File: config.mk
export PLATFORM = sky130hd
export DESIGN_NAME = adder4_reg
export DESIGN_NICKNAME = d
export VERILOG_FILES = /design/src/rtl/adder4_reg.sv
export SDC_FILE = /design/constraint.sdc
export NUM_CORES = 1
export LEC_CHECK = 0
export BUFFER_PORTS_ARGS = -buffer_cell sky130_fd_sc_hd__buf_2
export CAP_MARGIN = 20
export CORE_AREA = 2 2 39 41
export DETAILED_ROUTE_END_ITERATION = 7
export DIE_AREA = 0 0 41 43
export GPL_TIMING_DRIVEN = 0
export PLACE_DENSITY = 0.51
export SETUP_SLACK_MARGIN = 0.05
export SLEW_MARGIN = 20
export SYNTH_ARGS = -nofsm -noshare
export SYNTH_HDL_FRONTEND = slang
export SYNTH_SLANG_ARGS = --single-unit
File: constraint.sdc
create_clock -name clk -period 0.8 [get_ports clk]
set_input_delay 0.12 -clock clk [delete_from_list [all_inputs] [get_ports clk]]
set_output_delay 0.12 -clock clk [all_outputs]
set_load 0.02 [all_outputs]
File: src/rtl/adder4_reg.sv
// -----------------------------------------------------------------------------
// adder4_reg
//   4-bit unsigned adder with carry-in and carry-out. The 5-bit result
//   {cout, sum} = a + b + cin is registered, so it appears one clock after the
//   operands are sampled. The adder is built from four generate/propagate bit
//   cells feeding a 4-bit carry-lookahead unit rather than a behavioural "+".
//
// Ports
//   clk   in   1  rising-edge clock
//   rst   in   1  asynchronous reset, active-high; clears sum/cout at once
//   a     in   4  operand A, unsigned
//   b     in   4  operand B, unsigned
//   cin   in   1  carry-in
//   sum   out  4  registered sum bits [3:0]
//   cout  out  1  registered carry-out (bit 4 of the result)
// -----------------------------------------------------------------------------
module adder4_reg (
   input  logic       clk,
   input  logic       rst,
   input  logic [3:0] a,
   input  logic [3:0] b,
   input  logic       cin,
   output logic [3:0] sum,
   output logic       cout
);

   logic [3:0] g_s;        // per-bit generate
   logic [3:0] p_s;        // per-bit propagate
   logic [4:0] c_s;        // carry into each bit; c_s[4] is the carry-out
   logic       grp_g_s;    // group generate over all four bits
   logic       grp_p_s;    // group propagate over all four bits
   logic [3:0] sum_s;      // combinational sum before the output register

   // Bit cells: generate/propagate from the operands, sum from propagate and
   // the lookahead carry into that bit.
   for (genvar i = 0; i < 4; i++) begin : gen_bit
      assign g_s[i]   = a[i] & b[i];
      assign p_s[i]   = a[i] ^ b[i];
      assign sum_s[i] = p_s[i] ^ c_s[i];
   end

   // Carry-lookahead unit: every carry is a flat sum of products of the bit
   // generate/propagate terms and cin, so no carry waits on a lower carry.
   assign c_s[0] = cin;
   assign c_s[1] = g_s[0]
                 | (p_s[0] & c_s[0]);
   assign c_s[2] = g_s[1]
                 | (p_s[1] & g_s[0])
                 | (p_s[1] & p_s[0] & c_s[0]);
   assign c_s[3] = g_s[2]
                 | (p_s[2] & g_s[1])
                 | (p_s[2] & p_s[1] & g_s[0])
                 | (p_s[2] & p_s[1] & p_s[0] & c_s[0]);

   // Group terms let the carry-out be formed in one more level, and make the
   // cell cascadable as a block generate/propagate if ever needed.
   assign grp_g_s = g_s[3]
                  | (p_s[3] & g_s[2])
                  | (p_s[3] & p_s[2] & g_s[1])
                  | (p_s[3] & p_s[2] & p_s[1] & g_s[0]);
   assign grp_p_s = p_s[3] & p_s[2] & p_s[1] & p_s[0];
   assign c_s[4]  = grp_g_s | (grp_p_s & c_s[0]);

   // Output register: cleared asynchronously by rst, otherwise every edge
   // captures the current result (no enable, no handshake).
   always_ff @(posedge clk or posedge rst) begin
      if (rst) begin
         sum  <= 4'b0000;
         cout <= 1'b0;
      end else begin
         sum  <= sum_s;
         cout <= c_s[4];
      end
   end

endmodule

# Yosys cells after proc, flatten, opt, wreduce, memory -nomap -nowiden
# Cells that the tools add are included.
# totals
latchBits	0
memories	0
input_bits	11
mem_bits_ro	0
register_bits	5
output_inout_bits	5
mem_bits_rw	0
elab_cells	40
# op_classes
shifts	0
n_div	0
n_addsub	0
n_eq_ne	0
n_lt_le_gt_ge	0
n_mux	0
n_mul	0
bitwise	38
reduce_logical	0
# op_table
operator	count
1-bit AND	20
1-bit bitwise OR	10
1-bit bitwise XOR	8

# Longest topological paths before layout
# logic_depth
ltp_word	6
depth_mapped	4
depth_no_buf	4

# Least setup slack after synthesis
# No wires, ideal clock.
# synth_path
path_kind	input port to flip-flop
startpoint	input a[0]
endpoint	register cout
setup_slack_ns	-0.246
path_buffers	0
setup_ns	0.118
path_stages	4
arrival_time_ns	0.928
path_cell_list	ha_1 > a211oi_2 > o21bai_1 > a21o_1
# synth_via
elab_chain_cells	4
# synth_lines
element	line_no	text
start: declaration	20	input logic [3:0] a,
1-bit AND or 1-bit bitwise XOR (tied branches)	37, 38	
1-bit AND (on tied branches)	60, 61	
1-bit bitwise OR or 1-bit AND (tied branches)	60, 62	
1-bit bitwise OR (*)	62	assign c_s[4] = grp_g_s | (grp_p_s & c_s[0]);
via c_s[4]	29	logic [4:0] c_s;
end signal: assignment	72	cout <= c_s[4];
end: declaration	24	output logic cout
# The timed path passes the listed nets; every way through them passes the cells marked *.

# Worst setup path in the final report
# Ends and elaborated chain as after synthesis.

==> results.txt <==
----------------------------------------------------
[Status]
  Run status ... finished with violations
  Violated checks ... setup timing

[Synth]
  Number of synthesis warnings ... 0
  Top cells by area in the synthesized netlist ... sky130_fd_sc_hd__dfrtp_1 (45%), sky130_fd_sc_hd__ha_1 (18%), sky130_fd_sc_hd__fa_1 (7.1%)
  Post-synth top area cell ... sky130_fd_sc_hd__dfrtp_1
  Synthesized netlist net count ... 40
  Compound-cell area share of the yosys netlist ... 0.1161
  Synthesis-stage register bit count ... 5
  Mux contribution to synthesized area ... 0
  Syn Area/Cell ... 11.68 um2
  Xor and xnor fraction of the mapped netlist area ... 0.09375
  Number of distinct library cells after synthesis ... 11
  Synthesized-area fraction occupied by and/or/nand/nor cells ... 0.02679
  Sequential area share after synthesis ... 0.4464
  Fraction of synthesized cell area taken by the top area cell type ... 0.4464
  Synth Instances ... 24
  Adder-cell share of the synthesized area ... 0.2500
  Post-Synthesis Cell Area ... about 280 um2
  Main combinational cell family by area after synthesis ... adder cells

[Routing]
  Count of antenna-violating nets left after detailed routing ... 0
  Wire length reported by the detailed router ... ~490 um
  Average detailed-routed wire length per instance ... 8.233 um
  Routed via count ... 229
  Initial DRC count ... 3
  Pre-Repair DR Iteration Count ... 2
  Post-route DRC violation count ... 0
  Routed vias/inst ... between 3 and 4

[Timing]
  Final Max Slew Viols ... 0
  Minimum clock period after layout ... about 870 ps
  Least-Margin Pin Slew ... roughly 220 ps
  Final period util ... 1.085
  Number of setup violations in the final report ... 7
  Endpoints failing hold ... 0
  Final Worst Setup Slack ... -67.70 ps
  Achievable clock frequency ... approximately 1200 MHz
  Worst hold-check slack ... roughly 210 ps
  Max_slew headroom ... 0.8524
  RSZ-0062 raised after global routing ... yes

[Finish]
  Net count of the finished layout ... a little over 60
  Proportion of layout cells with a drive suffix above 1 ... 0.5682
  Layout-stage area growth over the synthesis result ... 82.14%
  Top library cells by usage in the layout, fill and taps aside ... sky130_fd_sc_hd__buf_2 (7), sky130_fd_sc_hd__buf_6 (6), sky130_fd_sc_hd__dfrtp_1 (5)
  Area used by multi-input combinational logic ... ~180 um2
  Sequential cell area ... ~130 um2
  Number of fill cells in the layout ... 135
  Share of the core filled with cells ... 0.3689
  Most frequent standard cell in the layout excluding fill and tap cells ... sky130_fd_sc_hd__buf_2
  N_diodes ... 0

[Pwr]
  Clock network fraction of design power ... 0.301
  Static leakage power ... ~0.25 nW
  Switching portion of total power ... 0.2837
  Power dissipated by switching net loads ... approximately 0.00027 W
  Power per standard cell area ... about 1800 mW/mm2
  Relative contribution of sequential cells to total power ... 0.339
  Share of power burned in combinational logic ... 0.361
  Internal cell power ... around 0.00067 W
  Worst VDD drop ... 0.4551 mV

[Die]
  Core area ... roughly 0.0014 mm2
  Die width ... approximately 41 um
  Effective utilization at floorplan ... 0.2025
  DIE AREA ... 0.001763 mm2
  Die Height ... between 40 and 50 um
  Number of cell rows ... 14
  Number of top-level pins ... 16

[Critical path]
  CP cell instances ... buf_8 -> ha_4 -> a211oi_4 -> o21bai_2 -> a21o_1
  Path type of the worst setup path ... input pin to flop
  Data arrival, critical path ... 990 ps
  Crit path launch type ... input pin
  Largest stage delay, worst path ... about 240 ps
  Data required time of the critical path ... 930 ps
  Largest driver fanout on the critical path ... 2
  Cell class contributing the biggest share of worst-path delay ... compound AO/OA/AOI/OAI gates
  Crit path buffers/inverters ... 1
  Cell with the biggest individual delay on the critical path ... sky130_fd_sc_hd__a211oi_4
  Critical Path End Type ... flop

[Clocking]
  Number of CTS-inserted buffers ... 3
  Max clock buf depth ... 2
  Number of levels in the clock H-tree ... 1
  Number of clock sinks seen by CTS ... 5
  Clock-pin slew on the worst setup and hold paths ... about 40 ps
  Clock tree from TritonCTS ... yes
  Root Buffer ... sky130_fd_sc_hd__clkbuf_4

[GRT]
  Initial antenna violation count ... 0
  Remaining global-route overflow ... 0
  Pin count of the biggest net entering global routing ... 6
  Via count of the first global-routing pass ... between 200 and 250
  Total global routing track utilization ... 0.07545
  Wire length of the first global-routing pass ... 834 um

[Place]
  HPWL reported at the end of detailed placement ... roughly 400 um
  IO Port Bufs ... 15
  Routability-driven placement congestion ratio ... roughly 0.54

[Run]
  Number of violations of the max-capacitance limit ... 0

[Worst hold path]
  Type of the most critical hold path ... input pin to flop

----------------------------------------------------
-- area by class of cell --
class,instances,area share
Clock buffer,4,0.05147
Inverter,5,0.05147
Multi-Input combinational cell,14,0.3480
Sequential cell,5,0.2451
Tap cell,16,0.03922
Timing Repair Buffer,16,0.2647
-- final timing paths --
path / depth (start not counted) / end / from
setup / recovery: 5 / cout$_DFF_PP0_ / a[0]
hold / removal: 3 / cout$_DFF_PP0_ / b[3]
max in group asynchronous: 3 / sum[0]$_DFF_PP0_ / rst
min in group asynchronous: 3 / sum[2]$_DFF_PP0_ / rst
-- what timing repair did --
action,in CTS,in global routing
hold buffers,1,0
buffers inserted,0,0
hold endpoints to repair,5,0
endpoints found under the setup margin,8,9
resized for setup,13,6
pin swaps,2,1
-- sequential cells by signal, indices dropped and copies added (netlist names) --
name / cells
sum: 4
cout: 1
-- synth_stat cells --
library cell and n:
sky130_fd_sc_hd__fa_1 1, sky130_fd_sc_hd__o21bai_1 1, sky130_fd_sc_hd__xor2_1 2, sky130_fd_sc_hd__inv_1 5, sky130_fd_sc_hd__a211oi_2 1, sky130_fd_sc_hd__o21ai_0 1, sky130_fd_sc_hd__a21o_1 1, sky130_fd_sc_hd__ha_1 4
sky130_fd_sc_hd__dfrtp_1 5, sky130_fd_sc_hd__xnor2_1 1, sky130_fd_sc_hd__nor2_1 2
-- through the flow --
stage / setup WS (ps) / TNS [ps] / power, W / cell area (um2) / std cells
2_1_floorplan: -100.7 / -267.5 / 0.0004721 / 315.3 / 24
3_3_place_gp: -311.8 / -1199 / 0.0005646 / 410.4 / 55
3_5_place_dp: -307.7 / -1189 / 0.0005651 / 410.4 / 55
4_1_cts: -63.02 / -365.6 / 0.0009386 / 490.5 / 60
5_1_grt: -88.85 / -516.4 / 0.001009 / 510.5 / 60
6_report: -67.70 / -343.7 / 0.0009361 / 510.5 / 60
-- power groups by stage --
stage	Clock, W	Sequential [W]	Combinational (W)
global route	0.000318	0.000321	0.000371
CTS	0.000302	0.000317	0.000319
finish	0.000281	0.000317	0.000338
floorplan	0	0.000373	0.0000991
detailed placement	0	0.000309	0.000256
global placement	0	0.000310	0.000255
-- per-layer routing --
metal  vias up  track usage  part of all wire
li1        117            -                 -
met5         -            0                 0
met4         0      0.08000             0.012
met3         2      0.03141              0.15
met2        16      0.09375              0.41
met1        94      0.08738              0.42
-- kinds of logic (layout without fill, tap and decap cells) --
group / Yosys count / count (layout)
AO/OA/AOI/OAI: 4 / 4
AND/OR/NAND/NOR: 2 / 2
buffers and inverters: 5 / 25
flip-flops: 5 / 5
adder cells (fa/ha/maj): 5 / 5
XOR/XNOR: 3 / 3
No activity file was read; power rests on OpenSTA's default activity.
